`config.mk`:
```
export PLATFORM = sky130hd
export DESIGN_NAME = add_subt_arbiter
export DESIGN_NICKNAME = d
export VERILOG_FILES = /design/src/rtl/addsubt_arb_pkg.sv /design/src/rtl/rr_priority_picker.sv /design/src/rtl/add_subt_arbiter.sv
export SDC_FILE = /design/constraint.sdc
export NUM_CORES = 1
export LEC_CHECK = 0
export ABC_CLOCK_PERIOD_IN_PS = 6300
export CORE_UTILIZATION = 30
export DETAILED_ROUTE_END_ITERATION = 16
export PLACE_DENSITY = 0.55
export SLEW_MARGIN = 20
export SYNTH_ARGS = -nofsm -noshare
export SYNTH_HDL_FRONTEND = slang
export SYNTH_SLANG_ARGS = --single-unit
```
`constraint.sdc`:
```
create_clock -name clk -period 6.3 [get_ports clk]
set_input_delay 0.63 -clock clk [delete_from_list [all_inputs] [get_ports clk]]
set_output_delay 0.63 -clock clk [all_outputs]
set_load 0.02 [all_outputs]
```
`src/rtl/addsubt_arb_pkg.sv`:
```
// Shared types and constants for the add/subtract unit arbiter.
package addsubt_arb_pkg;

  localparam int unsigned MAX_REQ   = 8;
  localparam int unsigned DEFAULT_W = 32;

  typedef enum logic [2:0] {
    ST_IDLE   = 3'd0,
    ST_LAUNCH = 3'd1,
    ST_WAIT   = 3'd2,
    ST_ACK    = 3'd3,
    ST_HOLD   = 3'd4
  } arb_state_e;

endpackage

```
`src/rtl/rr_priority_picker.sv`:
```
// Circular first-one finder starting at rr_ptr; one-hot winner, zero when nothing pending.
// With ADDSUBT_ARB_FIXED_PRIO_EN defined it becomes a plain lowest-index picker.
module rr_priority_picker #(
  parameter int unsigned N_REQ = 2
`ifndef ADDSUBT_ARB_FIXED_PRIO_EN
  ,
  parameter int unsigned PTR_W = 1
`endif
) (
  input  logic [N_REQ-1:0] pending,
`ifndef ADDSUBT_ARB_FIXED_PRIO_EN
  input  logic [PTR_W-1:0] rr_ptr,
`endif
  output logic [N_REQ-1:0] winner
);

  logic found;

  // First pass covers [rr_ptr, N_REQ-1]; second pass wraps around to index 0.
  always_comb begin
    winner = '0;
    found  = 1'b0;
`ifndef ADDSUBT_ARB_FIXED_PRIO_EN
    for (int i = 0; i < int'(N_REQ); i++) begin
      if (!found && pending[i] && (i >= int'(rr_ptr))) begin
        winner[i] = 1'b1;
        found     = 1'b1;
      end
    end
`endif
    for (int i = 0; i < int'(N_REQ); i++) begin
      if (!found && pending[i]) begin
        winner[i] = 1'b1;
        found     = 1'b1;
      end
    end
  end

endmodule

```
`src/rtl/add_subt_arbiter.sv`:
```
// Shares one floating-point add/subtract unit among N_REQ requesters.
// Define ADDSUBT_ARB_FIXED_PRIO_EN for fixed lowest-index priority instead of round-robin.
module add_subt_arbiter
  import addsubt_arb_pkg::*;
#(
  parameter int unsigned N_REQ = 2,
  parameter int unsigned W     = DEFAULT_W
) (
  input  logic               clk,
  input  logic               reset,
  input  logic [N_REQ-1:0]   req_beg,
  input  logic [N_REQ*W-1:0] req_op_a,
  input  logic [N_REQ*W-1:0] req_op_b,
  input  logic [N_REQ-1:0]   req_operation,
  input  logic [N_REQ-1:0]   req_ack,
  output logic [N_REQ-1:0]   req_ready,
  output logic [W-1:0]       req_result,
  output logic [N_REQ-1:0]   grant,
  output logic               au_beg,
  output logic [W-1:0]       au_op_a,
  output logic [W-1:0]       au_op_b,
  output logic               au_operation,
  output logic               au_ack,
  input  logic               au_ready,
  input  logic [W-1:0]       au_result
);

  if (N_REQ < 2 || N_REQ > MAX_REQ) begin : g_bad_cfg
    $error("add_subt_arbiter: N_REQ must be in 2..8");
  end

  localparam int unsigned PTR_W = (N_REQ > 1) ? $clog2(N_REQ) : 1;

  arb_state_e       state_q, state_d;
  logic [N_REQ-1:0] pending_q, pending_d;
  logic [N_REQ-1:0] set_vec, clr_vec;
  logic [W-1:0]     slot_a [N_REQ];
  logic [W-1:0]     slot_b [N_REQ];
  logic [N_REQ-1:0] slot_op;
  logic [N_REQ-1:0] winner;
  logic [N_REQ-1:0] grant_d;
  logic [N_REQ-1:0] req_ready_d;
  logic [W-1:0]     result_d;
  logic [W-1:0]     op_a_d, op_b_d;
  logic             operation_d;
  logic             au_beg_d, au_ack_d;

`ifndef ADDSUBT_ARB_FIXED_PRIO_EN
  logic [PTR_W-1:0] rr_ptr_q, rr_ptr_d;
  logic [PTR_W-1:0] g_idx;

  rr_priority_picker #(
    .N_REQ (N_REQ),
    .PTR_W (PTR_W)
  ) u_picker (
    .pending (pending_q),
    .rr_ptr  (rr_ptr_q),
    .winner  (winner)
  );

  // Binary index of the current owner, used to advance the rotation.
  always_comb begin
    g_idx = '0;
    for (int i = 0; i < int'(N_REQ); i++) begin
      if (grant[i]) g_idx = PTR_W'(i);
    end
  end
`else
  rr_priority_picker #(
    .N_REQ (N_REQ)
  ) u_picker (
    .pending (pending_q),
    .winner  (winner)
  );
`endif

  // A new pulse is accepted when the slot is free or being released this cycle.
  always_comb begin
    set_vec   = req_beg & (~pending_q | clr_vec);
    pending_d = (pending_q & ~clr_vec) | set_vec;
  end

  always_ff @(posedge clk) begin : capture
    if (reset) begin
      pending_q <= '0;
      slot_op   <= '0;
      for (int i = 0; i < int'(N_REQ); i++) begin
        slot_a[i] <= '0;
        slot_b[i] <= '0;
      end
    end else begin
      pending_q <= pending_d;
      for (int i = 0; i < int'(N_REQ); i++) begin
        if (set_vec[i]) begin
          slot_a[i]  <= req_op_a[i*W +: W];
          slot_b[i]  <= req_op_b[i*W +: W];
          slot_op[i] <= req_operation[i];
        end
      end
    end
  end

  // Next state plus the values every registered output takes on the next edge.
  always_comb begin
    state_d     = state_q;
    grant_d     = grant;
    clr_vec     = '0;
    result_d    = req_result;
`ifndef ADDSUBT_ARB_FIXED_PRIO_EN
    rr_ptr_d    = rr_ptr_q;
`endif
    case (state_q)
      ST_IDLE: begin
        if (|pending_q) begin
          grant_d = winner;
          state_d = ST_LAUNCH;
        end
      end
      ST_LAUNCH: state_d = ST_WAIT;
      ST_WAIT: begin
        if (au_ready) begin
          result_d = au_result;
          state_d  = ST_ACK;
        end
      end
      ST_ACK: state_d = ST_HOLD;
      ST_HOLD: begin
        if (|(req_ack & grant)) begin
          clr_vec = grant;
          grant_d = '0;
`ifndef ADDSUBT_ARB_FIXED_PRIO_EN
          rr_ptr_d = (g_idx == PTR_W'(N_REQ - 1)) ? '0 : g_idx + PTR_W'(1);
`endif
          state_d = ST_IDLE;
        end
      end
      default: begin
        grant_d = '0;
        state_d = ST_IDLE;
      end
    endcase

    au_beg_d    = (state_d == ST_LAUNCH);
    au_ack_d    = (state_d == ST_ACK);
    req_ready_d = (state_d == ST_HOLD) ? grant_d : '0;

    op_a_d      = '0;
    op_b_d      = '0;
    operation_d = 1'b0;
    for (int i = 0; i < int'(N_REQ); i++) begin
      if (grant_d[i]) begin
        op_a_d      = op_a_d | slot_a[i];
        op_b_d      = op_b_d | slot_b[i];
        operation_d = operation_d | slot_op[i];
      end
    end
  end

  always_ff @(posedge clk) begin : fsm_regs
    if (reset) begin
      state_q      <= ST_IDLE;
      grant        <= '0;
      req_ready    <= '0;
      req_result   <= '0;
      au_beg       <= 1'b0;
      au_ack       <= 1'b0;
      au_op_a      <= '0;
      au_op_b      <= '0;
      au_operation <= 1'b0;
`ifndef ADDSUBT_ARB_FIXED_PRIO_EN
      rr_ptr_q     <= '0;
`endif
    end else begin
      state_q      <= state_d;
      grant        <= grant_d;
      req_ready    <= req_ready_d;
      req_result   <= result_d;
      au_beg       <= au_beg_d;
      au_ack       <= au_ack_d;
      au_op_a      <= op_a_d;
      au_op_b      <= op_b_d;
      au_operation <= operation_d;
`ifndef ADDSUBT_ARB_FIXED_PRIO_EN
      rr_ptr_q     <= rr_ptr_d;
`endif
    end
  end

endmodule

```
==> impl_metrics.ini, run 1 <==
[floorplan]
num_rows = 60
core_mm2 = 0.0273
die-area_mm2 = 0.0287
dieHeight_um = 169
start_util_pct = 30.9
die_w_um = 169
ios = 272

[logic_synthesis]
syn_avg_cell_area_um2 = 13.4
synth_nets = 795
syn_inst = 626
ys.flop_type = edfxtp_1
yosysUniqueCellTypes = 38
synth-seq-cells = 239
ys_warn_count = 0
synth-seq-area-share_pct = 72.1
synth-edff-count = 128
syn_area_mm2 = 0.00842
async_flop_share_pct = 0

[sta]
rsz0062_at_grt = no
worst_pin_slew_ns = 0.974
post-route-period-util_pct = 41.7
final.min_clock_period_ns = 2.63
fin_ws_ns = 3.67
setup_viol = 0
slew_viol_final = 0
hold_viol_final = 0
maxSlewHeadroom_pct = 35.1
fmaxAchievable_ghz = 0.381
finClkSkew_ns = 0.00861
setup_tns_ns = 0

[detailed_routing]
first_iter_violations = 197
route.detailed.drc = 0
detail-route-antenna-nets = 0
vias = 5516
wl_mm = 20.0
wl_per_cell_um = 15.6
firstDrtPassIters = 4
vias_per_cell = 4.31

[clock_network]
cts_buffer_depth = 3
cts_buffers = 26
numClockSinks = 239
cts_root_buf = clkbuf_16
clk_latency_ns = 0.52
path_clk_slew_ns = 0.06
hold_buffers = 0
post-cts-setup-buffers = 0
post_cts_resized = 0
cts.htree.levels = 1
tritoncts = built

[final_layout]
utilization_pct = 45.3
seq_area_mm2 = 0.00607
mostFrequentLayoutCells = clkdlybuf4s50_1, and2_1, edfxtp_1, dfxtp_1, nand2_1
multi_input_area_mm2 = 0.00217
drive_gt1_share_pct = 6.39
final_common_cell = clkdlybuf4s50_1
final.fill_count = 2485
nNetsFinal = 1057
syn_to_final_growth_pct = 46.8

[power_and_ir_drop]
p_sw_share_pct = 22.8
switching_power_w = 0.000879
intPower_w = 0.00297
cellPowerDensity_mw_per_mm2 = 312
seq_power_share_pct = 47.6
p_leak_nw = 4.53
ir_drop_uv = 184
combPwrFrac_pct = 13.0
clockPowerShare_pct = 39.4

[worst_setup_path]
worst-setup-path-type = flip-flop to flip-flop
cp_max_fo = 47
crit_slowest_cell = dfxtp_1
r2r-start = state_q[2]
crit_start = state_q[2]
cp_top_family = compound AO/OA/AOI/OAI gates
end_kind = flip-flop
worstSetupStartpointType = flip-flop
arrival_ns = 3.08
reg2regPathDepth = 5
critPathRequiredTime_ns = 6.75
cp_cell_sequence = and4bb_2 > a22oi_1 > a21oi_4 > buf_4 > a22o_1
r2r_setup_slack_ns = 3.67
r2r_end = au_op_b[29]
worst-path-buf-inv = 1
slowest_delay_ns = 0.66

[global_route]
grt-ovfl-total = 0
grt_max_degree = 78
grt_util_met3_pct = 5.15
grt_antenna_before_repair = 1
grt_usage_pct = 13.8
grt_pass1_vias = 5535
grtUsageMet2_pct = 23.8
top_usage_layer = met2
gr-usage-met1_pct = 15.9
grt_pass1_wl_mm = 30.7

[place]
dpl_worst_slack_ns = 3.19
gp_congestion = 0.745
io_buffers = 271
dp_hpwl_mm = 12.9

[min_path]
hold_start = req_result[23]
hold_class = flip-flop to flip-flop
min_path_cells = 2
min_to = req_result[23]

[outcome]
outcome = finished, final reports clean

[run]
drv_cap = 0
## how the worst max path moves through the flow
stage	endpoint	slack (ns)	depth (start not counted)
finish	au_op_b[29]	3.67	5
global placement	au_op_a[10]	3.21	6
global route	au_op_a[5]	3.42	5
detailed placement	au_op_b[2]	3.19	6
CTS	au_op_b[16]	3.56	5
floorplan	slot_a[0][32]	1.92	3
## layout make-up
type                       count  area share, %
sequential                   239           49.1
antenna                        1         0.0203
multi-input combinational    340           17.6
tap                          372           3.77
inverter                       3         0.0912
clock buffer                  43           6.70
clock inverter                 4          0.375
timing repair buffer         278           22.3
## flip-flops by register name (all words and copies together), names as in the netlist, 2 cells and up
name        count
slot_op         2
req_ready       2
slot_b         64
pending_q       2
state_q         3
slot_a         64
req_result     32
au_op_b        32
au_op_a        32
grant           2
## power by group through the flow
stage          registers, W  logic, W  clock network, W
5_1_grt             0.00185  0.000543           0.00164
3_5_place_dp        0.00187  0.000512                 0
4_1_cts             0.00183  0.000515           0.00157
6_report            0.00183  0.000501           0.00152
2_1_floorplan       0.00192  0.000188                 0
3_3_place_gp        0.00186  0.000510                 0
## synth_stat cells, drive strengths merged, types with 2 or more instances
cell type	n	share of area [%]
and2	128	9.5
edfxtp	128	46
dfxtp	111	26
nand2	68	3.0
a22o	66	6.9
a21oi	37	2.2
clkbuf	24	1.2
buf	20	1.4
nor2	4	0.18
inv	3	0.13
nor3	3	0.18
o21ai	3	0.18
a211oi	2	0.18
a21o	2	0.18
a22oi	2	0.24
a31oi	2	0.15
nand2b	2	0.15
nand3	2	0.12
nand3b	2	0.18
nor2b	2	0.15
nor4	2	0.15
## metal layers
metal | vias up | share of wire (%)
li1 | 2737 | -
met1 | 2559 | 40
met2 | 192 | 49
met3 | 28 | 9.0
met4 | 0 | 2.2
met5 | - | 0
## through the flow
step,cell area (um2),hold WS [ns],power [W],instances
2_1_floorplan,8420,0.436,0.00211,626
3_3_place_gp,11500,0.437,0.00237,1232
3_5_place_dp,11500,0.441,0.00238,1232
4_1_cts,12400,0.446,0.00392,1279
5_1_grt,12400,0.466,0.00403,1279
6_report,12400,0.451,0.00385,1280
## cell families (layout without fill, tap and decap cells)
logic type,after synthesis,count (layout),share of synthesized area [%]
XOR/XNOR,1,1,0.104
flip-flops,239,239,72.1
other,0,1,0
buffers and inverters,47,328,2.80
AND/OR/NAND/NOR,218,218,14.2
AO/OA/AOI/OAI,121,121,10.9
## worst reg2reg max path: stages, from the launching register on
cell      delay (ns)
dfxtp_1         0.66
and4bb_2        0.38
a22oi_1         0.15
a21oi_4         0.55
buf_4           0.56
a22o_1          0.26
Power figures use the tool's default switching activity.
==> run 2: changes to the inputs <==
Settings changed: ABC_CLOCK_PERIOD_IN_PS 6300 to 2250, PLACE_DENSITY 0.55 to 0.57.
Clock period 6.3 ns to 2.25 ns, I/O delays scaled along.
==> run 2 against run 1 <==
Clock skew decreased by 0.0020 ns. First-iteration DRC count increased by 26%. Die area unchanged. Largest cell class unchanged. Total power increased to 2.7 times the previous value. Critical path type unchanged. Combinational power increased to 2.9 times the previous value. Sequential power increased to 2.8 times the previous value. Largest power group unchanged.
==> impl_metrics.ini, run 2 (synthesis results as in run 1) <==
[sta]
slew_viol_final = 0
setup_viol = 0
hold_slack_ns = 0.129
setup_tns_ns = 0
finClkSkew_ns = 0.00660
hold_viol_final = 0
rsz0062_at_grt = no
maxSlewHeadroom_pct = 69.2
final.min_clock_period_ns = 1.99
fmaxAchievable_ghz = 0.502
post-route-period-util_pct = 88.5
fin_ws_ns = 0.258
worst_pin_slew_ns = 0.462

[worst_setup_path]
worst-path-buf-inv = 1
cp_top_family = compound AO/OA/AOI/OAI gates
r2r_end = slot_a[0][39]
cp_max_fo = 93
worstSetupStartpointType = flip-flop
crit_path_end = slot_a[0][39]
crit_slowest_cell = dfxtp_1
reg2regPathDepth = 5
critPathRequiredTime_ns = 2.63
r2r-start = state_q[0]
arrival_ns = 2.37
slowest_delay_ns = 0.40
end_kind = flip-flop
cp_num_cells = 5
crit_start = state_q[0]
cp_cell_sequence = or2_4 > o31a_1 > o32ai_4 > buf_12 > and2_1
r2r_setup_slack_ns = 0.26
worst-setup-path-type = flip-flop to flip-flop

[clock_network]
clk_latency_ns = 0.52
tritoncts = built
cts.htree.levels = 1
cts_buffers = 26
cts_buffer_depth = 3
numClockSinks = 239
path_clk_slew_ns = 0.06
post-cts-setup-buffers = 0
cts_root_buf = clkbuf_16
post_cts_resized = 0
hold_buffers = 0

[place]
dpl_worst_slack_ns = 0.0317
dp_hpwl_mm = 13.4
dp_cells = 1242
gp_congestion = 0.728
io_buffers = 271

[final_layout]
reg.largest.list = slot_a (64), slot_b (64)
insertedDiodeCount = 0
seq_area_mm2 = 0.00607
nNetsFinal = 1067
stdcell_count = 1289
drive_gt1_share_pct = 6.76
mostFrequentLayoutCells = clkdlybuf4s50_1, and2_1, edfxtp_1, dfxtp_1, nand2_1
multi_input_area_mm2 = 0.00218
syn_to_final_growth_pct = 48.0
final.fill_count = 2522
final_common_cell = clkdlybuf4s50_1

[power_and_ir_drop]
combPwrFrac_pct = 14.0
ir_drop_uv = 529
p_leak_nw = 4.56
p_sw_share_pct = 23.4
power.total_w = 0.0106
intPower_w = 0.00809
seq_power_share_pct = 48.6
clockPowerShare_pct = 37.5
cellPowerDensity_mw_per_mm2 = 848
switching_power_w = 0.00248

[detailed_routing]
met3_length_mm = 1.50
top_layer = met4
wl_mm = 20.6
firstDrtPassIters = 4
first_iter_violations = 249
wl_met1_mm = 8.65
detail-route-antenna-nets = 0
vias = 5622
wl_per_cell_um = 16.0
vias_per_cell = 4.36
route.detailed.drc = 0
dr_wl_met2_mm = 9.80

[global_route]
grt-ovfl-total = 0
grt_pass1_vias = 5509
grt_antenna_before_repair = 0
grt_usage_pct = 13.8
grt_pass1_wl_mm = 30.8
grt_max_degree = 94

[run]
drv_cap = 0

[outcome]
outcome = finished, final reports clean

[floorplan]
num_rows = 60
core_mm2 = 0.0273
dieHeight_um = 169
ios = 272
die_w_um = 169
start_util_pct = 30.9
die-area_mm2 = 0.0287

[min_path]
hold_class = input pin to flip-flop
==> run 2: changes by cell type in the layout (fill, tap and decap cells not counted), moves of 2 or more <==
cell / previous run / this run
buf_12: 0 / 9
clkinv_1: 0 / 2
clkinv_2: 2 / 4
clkbuf_8: 7 / 0
clkbuf_1: 8 / 12
==> run 2: layout make-up <==
cell class | instances | area share (%)
sequential | 239 | 48.7
tap | 372 | 3.74
timing repair buffer | 288 | 23.7
clock buffer | 39 | 5.78
multi-input combinational | 340 | 17.5
clock inverter | 8 | 0.522
inverter | 3 | 0.0904
==> run 2: how the worst min path moves through the flow <==
stage | slack, ns | cells past startpoint | from | endpoint
2_1_floorplan | 0.35 | 2 | req_beg[1] | pending_q[1]
3_3_place_gp | 0.44 | 1 | slot_b[0][56] | au_op_b[24]
3_5_place_dp | 0.44 | 1 | slot_a[0][38] | au_op_a[6]
4_1_cts | 0.10 | 2 | reset | pending_q[1]
5_1_grt | 0.14 | 2 | reset | pending_q[1]
6_report | 0.13 | 2 | reset | pending_q[1]
==> run 2: metrics by stage <==
stage	utilization [%]	cell area [um2]
after floorplan	-	8460
after global placement	42.8	11700
after detailed placement	42.8	11700
after CTS	45.7	12500
after global routing	45.7	12500
final	45.7	12500
==> run 2: worst register-to-register path, cell delays in order, from the launching register on <==
cell     delay, ns
dfxtp_1       0.40
or2_4         0.29
o31a_1        0.32
o32ai_4       0.28
buf_12        0.30
and2_1        0.27
==> run 2: power by group through the flow <==
stage / combinational [W] / clock [W] / sequential, W
floorplan: 0.000539 / 0 / 0.00537
detailed placement: 0.00150 / 0 / 0.00523
finish: 0.00147 / 0.00396 / 0.00513
global placement: 0.00149 / 0 / 0.00522
CTS: 0.00151 / 0.00409 / 0.00514
global route: 0.00159 / 0.00427 / 0.00517
==> run 2: layer usage <==
| metal | track usage [%] | vias up |
|---|---|---|
| met5 | 0 | - |
| met4 | 4.58 | 0 |
| met3 | 4.03 | 32 |
| met2 | 22.9 | 191 |
| met1 | 17.2 | 2647 |
| li1 | - | 2752 |
==> run 3: changes to the inputs <==
Settings changed: PLACE_DENSITY 0.57 to 0.68.
==> run 3 against run 2 <==
Clock skew is 0.0013 ns higher. Core utilization increased by 0.33 points. Critical path type unchanged. Flip-flop and latch count unchanged. Critical path depth is 1 higher. Combinational power is essentially flat. Wire length decreased by 4.7%. Worst hold slack got worse by 0.012 ns. Largest power group unchanged. Sequential share of layout area down 0.34 points.
==> impl_metrics.ini, run 3 (synthesis results as in run 1) <==
[worst_setup_path]
r2r_end = slot_a[0][57]
arrival_ns = 2.40
r2r-start = state_q[0]
cp_max_fo = 21
worst-setup-path-type = flip-flop to flip-flop
worstSetupStartpointType = flip-flop
slowest_delay_ns = 0.40
critPathRequiredTime_ns = 2.63
end_kind = flip-flop
crit_slowest_cell = dfxtp_1
reg2regPathDepth = 6
r2r_setup_slack_ns = 0.23
cp_cell_sequence = or2_4 > o31a_1 > o32ai_4 > buf_12 > buf_4 > and2_1

[final_layout]
nNetsFinal = 1074
syn_to_final_growth_pct = 49.1
mostFrequentLayoutCells = clkdlybuf4s50_1, and2_1, edfxtp_1, dfxtp_1, nand2_1
insertedDiodeCount = 0
stdcell_count = 1297
drive_gt1_share_pct = 8.11
reg.largest.list = slot_a (64), slot_b (64)
final_common_cell = clkdlybuf4s50_1
design_area_mm2 = 0.0125

[clock_network]
tritoncts = built
numClockSinks = 239
cts.htree.levels = 1
hold_buffers = 0
clk_latency_ns = 0.52
cts_buffers = 26
cts_root_buf = clkbuf_16
post-cts-setup-buffers = 0
cts_buffer_depth = 3
path_clk_slew_ns = 0.06
post_cts_resized = 0

[floorplan]
core_mm2 = 0.0273
ios = 272
die_w_um = 169
die-area_mm2 = 0.0287
dieHeight_um = 169
start_util_pct = 30.9
num_rows = 60

[power_and_ir_drop]
ir_drop_uv = 384
cellPowerDensity_mw_per_mm2 = 856
p_leak_nw = 4.63

[detailed_routing]
vias = 5589
vias_per_cell = 4.31
route.detailed.drc = 0
wl_mm = 19.6
detail-route-antenna-nets = 0
firstDrtPassIters = 4
first_iter_violations = 190
wl_per_cell_um = 15.1

[min_path]
min_to = pending_q[1]
min_path_cells = 2
hold_class = input pin to flip-flop
hold_start = reset

[sta]
fmaxAchievable_ghz = 0.494
final.min_clock_period_ns = 2.02
fin_ws_ns = 0.227
rsz0062_at_grt = no
hold_slack_ns = 0.118
slew_viol_final = 0
hold_viol_final = 0
worst_pin_slew_ns = 0.406
maxSlewHeadroom_pct = 72.9
post-route-period-util_pct = 89.9
finClkSkew_ns = 0.00792
setup_viol = 0

[place]
gp_congestion = 0.791
io_buffers = 271
dpl_worst_slack_ns = 0.0139
dp_hpwl_mm = 13.6
place_area_mm2 = 0.0117
dp_cells = 1249

[global_route]
grt_pass1_wl_mm = 29.7
grt_antenna_before_repair = 0
grt_max_degree = 67
grt-ovfl-total = 0
grt_usage_pct = 13.3
grt_pass1_vias = 5580

[outcome]
outcome = finished, final reports clean

[run]
drv_cap = 0
run 3: cell count changes in the layout (fill, tap and decap cells not counted):
cell	delta
clkbuf_1	-7
clkinv_2	+1
inv_6	+2
clkbuf_8	+2
buf_4	+9
bufinv_16	+1
buf_12	-2
clkinv_1	+2
run 3: worst max-delay path: cells and delay by family (launching register included):
family	cells	cell delay (ns)
AO/OA/AOI/OAI	2	0.63
AND/OR/NAND/NOR	2	0.45
buffers and inverters	2	0.39
flip-flops	1	0.40
run 3: how the worst max path moves through the flow:
stage / start / to / slack (ns) / cells past startpoint
2_1_floorplan: state_q[1] / slot_a[0][32] / -0.006 / 4
3_5_place_dp: req_ack[0] / slot_a[0][57] / 0.01 / 7
6_report: state_q[0] / slot_a[0][57] / 0.23 / 6
3_3_place_gp: req_ack[0] / au_op_a[0] / 0.07 / 6
4_1_cts: state_q[0] / slot_a[0][57] / 0.20 / 6
5_1_grt: state_q[0] / slot_a[0][57] / 0.11 / 6
run 3: area by class of cell:
type	instances	area [um2]
Multi-Input combinational cell	340	2180
Sequential cell	239	6070
Clock inverter	14	125
Inverter	3	11.3
Clock buffer	34	722
Fill cell	2432	14700
Timing Repair Buffer	295	2980
Tap cell	372	465
run 3: power by group:
part / total (W) / internal (W) / switching [W]
clock: 0.00415 / 0.00249 / 0.00166
combinational: 0.00147 / 0.000776 / 0.000693
sequential: 0.00513 / 0.00500 / 0.000134
total: 0.0107 / 0.00826 / 0.00248
run 3: metal layers:
layer / vias up / GRT usage (%) / routed length, um
li1: 2768 / - / -
met1: 2583 / 15.9 / 7980
met2: 203 / 23.5 / 9670
met3: 35 / 2.78 / 1420
met4: 0 / 4.54 / 526
met5: - / 0 / 0
run 3: through the flow:
stage	total power (W)	util [%]	TNS, ns
floorplan	0.00591	-	-0.409
global placement	0.00670	42.9	0
detailed placement	0.00672	42.9	0
CTS	0.0109	46.0	0
global route	0.0112	46.0	0
finish	0.0107	46.0	0
